$ cat src/rtl/dds_sweep_pkg.sv
// Shared types and step arithmetic for the DDS frequency-sweep controller.
//   mode_e     : sweep mode (single, sawtooth repeat, triangle)
//   state_e    : controller state
//   step_clamp : one step of the sweep, clamped to the current target
package dds_sweep_pkg;

  // Must match the PW parameter of dds_sweep_ctrl.
  localparam int unsigned FCW_W = 32;

  typedef enum logic [1:0] {
    MODE_SINGLE = 2'd0,
    MODE_SAW    = 2'd1,
    MODE_TRI    = 2'd2
  } mode_e;

  typedef enum logic [1:0] {
    IDLE   = 2'd0,
    RUN_UP = 2'd1,
    RUN_DN = 2'd2
  } state_e;

  // Next sweep value, never past target. Two guard bits are used so that even a
  // full-range unsigned step cannot wrap the intermediate sum.
  function automatic logic signed [FCW_W-1:0] step_clamp(
    input logic signed [FCW_W-1:0] cur,
    input logic        [FCW_W-1:0] step,
    input logic signed [FCW_W-1:0] target,
    input logic                    up
  );
    logic signed [FCW_W+1:0] cur_x;
    logic signed [FCW_W+1:0] step_x;
    logic signed [FCW_W+1:0] tgt_x;
    logic signed [FCW_W+1:0] nxt;
    cur_x  = {{2{cur[FCW_W-1]}}, cur};
    step_x = {2'b00, step};
    tgt_x  = {{2{target[FCW_W-1]}}, target};
    nxt    = up ? (cur_x + step_x) : (cur_x - step_x);
    if (up ? (nxt > tgt_x) : (nxt < tgt_x)) begin
      nxt = tgt_x;
    end
    return nxt[FCW_W-1:0];
  endfunction

endpackage

$ cat src/rtl/dds_sweep_ctrl.sv
// Linear frequency-sweep controller feeding a DDS core.
// Ports:
//   clk, rst_n       : clock, asynchronous active-low reset
//   start, abort     : begin sweep (sampled in IDLE only), stop sweep immediately
//   mode             : 0 single, 1 sawtooth repeat, 2 triangle, 3 single
//   f_start, f_stop  : signed start/stop frequency control words
//   f_step           : unsigned step magnitude (0 behaves as 1)
//   dwell            : each freq value is held dwell+1 cycles
//   freq, en, busy   : FCW to DDS, DDS enable (= busy), sweep in progress
//   done, wrap       : single-sweep completion pulse, sawtooth reload / triangle turn pulse
module dds_sweep_ctrl
  import dds_sweep_pkg::*;
#(
  parameter int unsigned PW  = FCW_W,
  parameter int unsigned DWW = 16
) (
  input  logic                 clk,
  input  logic                 rst_n,
  input  logic                 start,
  input  logic                 abort,
  input  logic [1:0]           mode,
  input  logic signed [PW-1:0] f_start,
  input  logic signed [PW-1:0] f_stop,
  input  logic [PW-1:0]        f_step,
  input  logic [DWW-1:0]       dwell,
  output logic signed [PW-1:0] freq,
  output logic                 en,
  output logic                 busy,
  output logic                 done,
  output logic                 wrap
);

  state_e               state_q, state_d;
  mode_e                mode_q, mode_d;
  logic signed [PW-1:0] freq_q, freq_d;
  logic signed [PW-1:0] start_q, start_d;
  // hi/lo are the larger/smaller endpoint: RUN_UP always heads for hi, RUN_DN for lo.
  logic signed [PW-1:0] hi_q, hi_d;
  logic signed [PW-1:0] lo_q, lo_d;
  logic [PW-1:0]        step_q, step_d;
  logic [DWW-1:0]       dwell_q, dwell_d;
  logic [DWW-1:0]       cnt_q, cnt_d;
  logic                 busy_q, busy_d;
  logic                 done_q, done_d;
  logic                 wrap_q, wrap_d;

  logic                 up;
  logic                 start_up;
  logic signed [PW-1:0] tgt;
  logic signed [PW-1:0] rev_tgt;

  always_comb begin
    state_d  = state_q;
    mode_d   = mode_q;
    freq_d   = freq_q;
    start_d  = start_q;
    hi_d     = hi_q;
    lo_d     = lo_q;
    step_d   = step_q;
    dwell_d  = dwell_q;
    cnt_d    = cnt_q;
    busy_d   = busy_q;
    done_d   = 1'b0;
    wrap_d   = 1'b0;
    up       = (state_q == RUN_UP);
    tgt      = up ? hi_q : lo_q;
    rev_tgt  = up ? lo_q : hi_q;
    start_up = (f_stop >= f_start);

    case (state_q)
      IDLE: begin
        if (start && !abort) begin
          state_d = start_up ? RUN_UP : RUN_DN;
          freq_d  = f_start;
          busy_d  = 1'b1;
          cnt_d   = '0;
          start_d = f_start;
          hi_d    = start_up ? f_stop : f_start;
          lo_d    = start_up ? f_start : f_stop;
          step_d  = (f_step == '0) ? {{(PW-1){1'b0}}, 1'b1} : f_step;
          dwell_d = dwell;
          case (mode)
            2'd1:    mode_d = MODE_SAW;
            2'd2:    mode_d = MODE_TRI;
            default: mode_d = MODE_SINGLE;
          endcase
        end
      end
      RUN_UP, RUN_DN: begin
        if (abort) begin
          state_d = IDLE;
          busy_d  = 1'b0;
          cnt_d   = '0;
        end else if (cnt_q != dwell_q) begin
          cnt_d = cnt_q + 1'b1;
        end else begin
          cnt_d = '0;
          if (freq_q != tgt) begin
            freq_d = step_clamp(freq_q, step_q, tgt, up);
          end else begin
            case (mode_q)
              MODE_SAW: begin
                freq_d = start_q;
                wrap_d = 1'b1;
              end
              MODE_TRI: begin
                // Step straight off the endpoint so it is not shown twice.
                state_d = up ? RUN_DN : RUN_UP;
                freq_d  = step_clamp(freq_q, step_q, rev_tgt, !up);
                wrap_d  = 1'b1;
              end
              default: begin
                state_d = IDLE;
                busy_d  = 1'b0;
                done_d  = 1'b1;
              end
            endcase
          end
        end
      end
      default: begin
        state_d = IDLE;
        busy_d  = 1'b0;
      end
    endcase
  end

  always_ff @(posedge clk or negedge rst_n) begin
    if (!rst_n) begin
      state_q <= IDLE;
      mode_q  <= MODE_SINGLE;
      freq_q  <= '0;
      start_q <= '0;
      hi_q    <= '0;
      lo_q    <= '0;
      step_q  <= '0;
      dwell_q <= '0;
      cnt_q   <= '0;
      busy_q  <= 1'b0;
      done_q  <= 1'b0;
      wrap_q  <= 1'b0;
    end else begin
      state_q <= state_d;
      mode_q  <= mode_d;
      freq_q  <= freq_d;
      start_q <= start_d;
      hi_q    <= hi_d;
      lo_q    <= lo_d;
      step_q  <= step_d;
      dwell_q <= dwell_d;
      cnt_q   <= cnt_d;
      busy_q  <= busy_d;
      done_q  <= done_d;
      wrap_q  <= wrap_d;
    end
  end

  assign freq = freq_q;
  assign busy = busy_q;
  assign en   = busy_q;
  assign done = done_q;
  assign wrap = wrap_q;

endmodule

$ cat config.mk
export PLATFORM = sky130hd
export DESIGN_NAME = dds_sweep_ctrl
export DESIGN_NICKNAME = d
export VERILOG_FILES = /design/src/rtl/dds_sweep_pkg.sv /design/src/rtl/dds_sweep_ctrl.sv
export SDC_FILE = /design/constraint.sdc
export NUM_CORES = 1
export LEC_CHECK = 0
export ABC_AREA = 1
export CAP_MARGIN = 15
export CELL_PAD_IN_SITES_DETAIL_PLACEMENT = 0
export CELL_PAD_IN_SITES_GLOBAL_PLACEMENT = 1
export CORE_MARGIN = 8
export CORE_UTILIZATION = 25
export CTS_CLUSTER_SIZE = 12
export DETAILED_ROUTE_END_ITERATION = 7
export PLACE_DENSITY = 0.6
export SYNTH_ARGS = -nofsm -noshare
export SYNTH_HDL_FRONTEND = slang
export SYNTH_SLANG_ARGS = --single-unit
$ cat constraint.sdc
create_clock -name clk -period 4.7 [get_ports clk]
set_input_delay 0.705 -clock clk [delete_from_list [all_inputs] [get_ports clk]]
set_output_delay 0.705 -clock clk [all_outputs]
set_load 0.05 [all_outputs]
==> key figures <==
STA
  – Number of hold violations in the final report: 0
  – Worst-margin pin slew: 0.976 ns
  – Final worst-path setup slack: 0.226 ns
  – Tmin final: 4.47 ns
  – Final Skew: 0.0181 ns
  – Share of the cycle needed by the critical path after routing: 95.2%
  – Number of failing setup endpoints in the final timing report: 0
  – Pins Over Slew Limit: 0
  – RSZ-0062 raised after global routing: yes
  – Max Clk Rate: 0.224 GHz
  – Relative slew slack: 34.9%

Yosys
  – Sequential share of the synthesized area: 24.6%
  – Count of different cell masters after synthesis: 38
  – Most instantiated flip-flop cell in the synthesis netlist: sky130_fd_sc_hd__dfrtp_1
  – Synthesized net count: 3618
  – Number of warnings issued by yosys: 0
  – Count of state elements after synthesis: between 150 and 200
  – Fraction of synthesis flops using an asynchronous set or reset pin: 100%
  – Count of flip-flops with a built-in enable after synthesis: 0
  – Cell area after synthesis: 20200 um^2
  – Syn Inst Count: about 3300
  – Average size of a mapped cell: 6.07 um^2

Setup path
  – Critical path buffers and inverters: 3
  – Cell seen most often among critical-path stages: sky130_fd_sc_hd__nand2_2
  – Required time at the worst-slack endpoint: 5.10 ns
  – Critical path's largest stage delay: roughly 0.46 ns
  – Slowest CP cell: sky130_fd_sc_hd__dfrtp_2
  – Critical path start-end classification: reg2reg
  – Cell family with most CP delay: simple AND/OR/NAND/NOR gates
  – Worst Reg-to-Reg Cells: 29
  – Maximum fanout encountered on the critical timing path: 10
  – Element type at the critical path start: flop
  – Setup slack of the worst register-to-register path: 0.23 ns
  – Worst r2r dst: freq[20]$_DFFE_PN0P_
  – Launch point of the worst reg-to-reg path: freq[4]$_DFFE_PN0P_
  – CP Capture Type: flop
  – Critical Path AT: 4.87 ns

Detailed routing
  – Antenna Violating Nets Remaining: 0
  – First-pass iteration count of the detailed router: 5
  – Via count: 21800
  – Vias/cell: ~4.7
  – Total length of routed wires: 87600 um
  – Detail-routed net length per standard cell: about 19 um
  – Iteration-0 DRC count of the detailed router: 1608
  – Post-route DRC: 0

Global route
  – Via count of the first global-routing pass: 21300
  – Number of antenna violations at the first check in global routing: 4
  – Grt total ovfl: 0
  – Wire length of the first global-routing pass: 131000 um
  – Largest net degree at the start of global routing: 118
  – Overall track demand over capacity in global routing: 19.0%

CTS
  – Largest buffer count on any clock path: 2
  – TritonCTS clock tree: yes
  – Clock tree sinks: 199
  – Clock H-tree levels: 4
  – Clock transition at the register clock pins on the worst setup and hold paths after CTS: 0.10 ns
  – Clock Tree Root: sky130_fd_sc_hd__clkbuf_16
  – Number of buffers inserted during clock tree synthesis: 17
  – Insertion delay of the later-clocked pin in the worst-skew pair: 0.52 ns

Floorplan
  – I/O pin count: 154
  – DIE AREA: approximately 90000 um^2
  – Core Area: ~80000 um^2
  – Horizontal die dimension: ~300 um
  – Die height: ~300 um
  – Std-Cell Rows: 104
  – Starting utilization of the core area: around a quarter

Min path
  – Type of the most critical hold path: in2async

Final layout
  – Net total in the final layout: 3845
  – Layout Area Growth over Synthesis: 27.3%
  – Share of post-route cells with drive strength above 1: 12.9%

Flow run
  – Max capacitance violation total: 0

Placement
  – IO buf count: 153
  – HPWL Detailed: 69800 um
  – Setup slack at placement: -0.567 ns
  – Placer Congestion: 0.942

Run status
  – Status: complete, no violations
## flip-flops by register name (all words and copies together) (netlist names)
register	cells
start_q	32
state_q	2
step_q	32
dwell_q	16
hi_q	32
busy	1
done	1
cnt_q	16
mode_q	2
lo_q	32
freq	32
wrap	1
## worst reg2reg max path, delay by kind of cell (launching register included)
family	cells	cell delay, ns
flip-flops	1	0.46
AO/OA/AOI/OAI	4	0.66
buffers and inverters	3	0.28
adder cells (fa/ha/maj)	2	0.63
XOR/XNOR	1	0.20
AND/OR/NAND/NOR	19	2.12
## cell type report
type	count	area, um^2
Clock buffer	17	425
Antenna cell	1	2.50
Sequential cell	199	5000
Inverter	502	1890
Timing Repair Buffer	366	3370
Multi-Input combinational cell	2468	13500
Fill cell	8893	54600
Tap cell	1060	1330
Clock inverter	15	209
## placed cells by master, fill, tap and decap left out, drive strengths merged, types with 6 or more instances in the layout
cell and n:
inv 490, nor2 159, a21o 6, a21oi 211, nand2 1101, o21a 12, o21bai 10, ha 171
clkinv 24, nand4 109, clkdlybuf4s50 152, xor2 62, o21ai 219, dfrtp 199, nor3 35, nor4 15
buf 212, clkbuf 18, nand3 327, or2 6
## synthesized netlist by cell type (35+ instances only)
master	n	area share [%]
sky130_fd_sc_hd__ha_1	171	11
sky130_fd_sc_hd__nor2_1	158	2.9
sky130_fd_sc_hd__dfrtp_1	199	25
sky130_fd_sc_hd__nor3_1	35	0.87
sky130_fd_sc_hd__nand4_1	109	3.4
sky130_fd_sc_hd__nand3_1	325	8.0
sky130_fd_sc_hd__inv_1	471	8.7
sky130_fd_sc_hd__nand2_1	1101	20
sky130_fd_sc_hd__o21ai_0	187	4.6
sky130_fd_sc_hd__buf_2	36	0.89
sky130_fd_sc_hd__a21oi_1	211	5.2
sky130_fd_sc_hd__clkbuf_1	96	1.8
sky130_fd_sc_hd__xor2_1	62	2.7
## how the worst max path moves through the flow
| stage | startpoint | to | slack [ns] | cells past startpoint |
|---|---|---|---|---|
| after floorplan | freq[8]$_DFFE_PN0P_ | freq[11]$_DFFE_PN0P_ | 0.40 | 29 |
| after global placement | freq[12]$_DFFE_PN0P_ | freq[20]$_DFFE_PN0P_ | -0.61 | 29 |
| after detailed placement | freq[12]$_DFFE_PN0P_ | freq[20]$_DFFE_PN0P_ | -0.57 | 29 |
| after CTS | freq[11]$_DFFE_PN0P_ | freq[20]$_DFFE_PN0P_ | 0.00009 | 27 |
| after global routing | step_q[3]$_DFFE_PN0P_ | freq[1]$_DFFE_PN0P_ | -0.05 | 31 |
| final | freq[4]$_DFFE_PN0P_ | freq[20]$_DFFE_PN0P_ | 0.23 | 29 |
## cells by family after synthesis
logic type	Yosys count	share of synthesized area (%)
compound gates	469	12.3
flops	199	24.6
xor+xnor	62	2.69
fa+ha+maj	173	10.8
simple gates	1764	36.9
buf+inv	660	12.7
## metrics by stage
| stage | hold WS [ns] | utilization, % | area, um^2 | TNS [ns] | cells |
|---|---|---|---|---|---|
| 2_1_floorplan | 0.409 | - | 20200 | 0 | 3327 |
| 3_3_place_gp | 0.464 | 29.9 | 24000 | -9.02 | 4578 |
| 3_5_place_dp | 0.466 | 29.9 | 24000 | -8.11 | 4578 |
| 4_1_cts | 0.300 | 31.1 | 25000 | 0 | 4614 |
| 5_1_grt | 0.320 | 32.0 | 25700 | -0.381 | 4627 |
| 6_report | 0.252 | 32.0 | 25700 | 0 | 4628 |
## repair_timing
action	CTS	global route
gates resized for setup	49	179
endpoints found under the hold margin	0	0
gates cloned	2	1
pin swaps	5	23
hold buffers	0	0
buffers inserted	2	12
endpoints found under the setup margin	32	32
## routing by layer
layer  track usage [%]  vias up  wire [um]
met5                 0        -         37
li1                  -    11100          -
met3              3.02       79       4540
met4              4.26        6       1580
met2              29.8      492      38800
met1              27.1    10100      42600
Power is not shown: default switching activity piles up to over one toggle a cycle in this logic, so the estimate is an artifact.
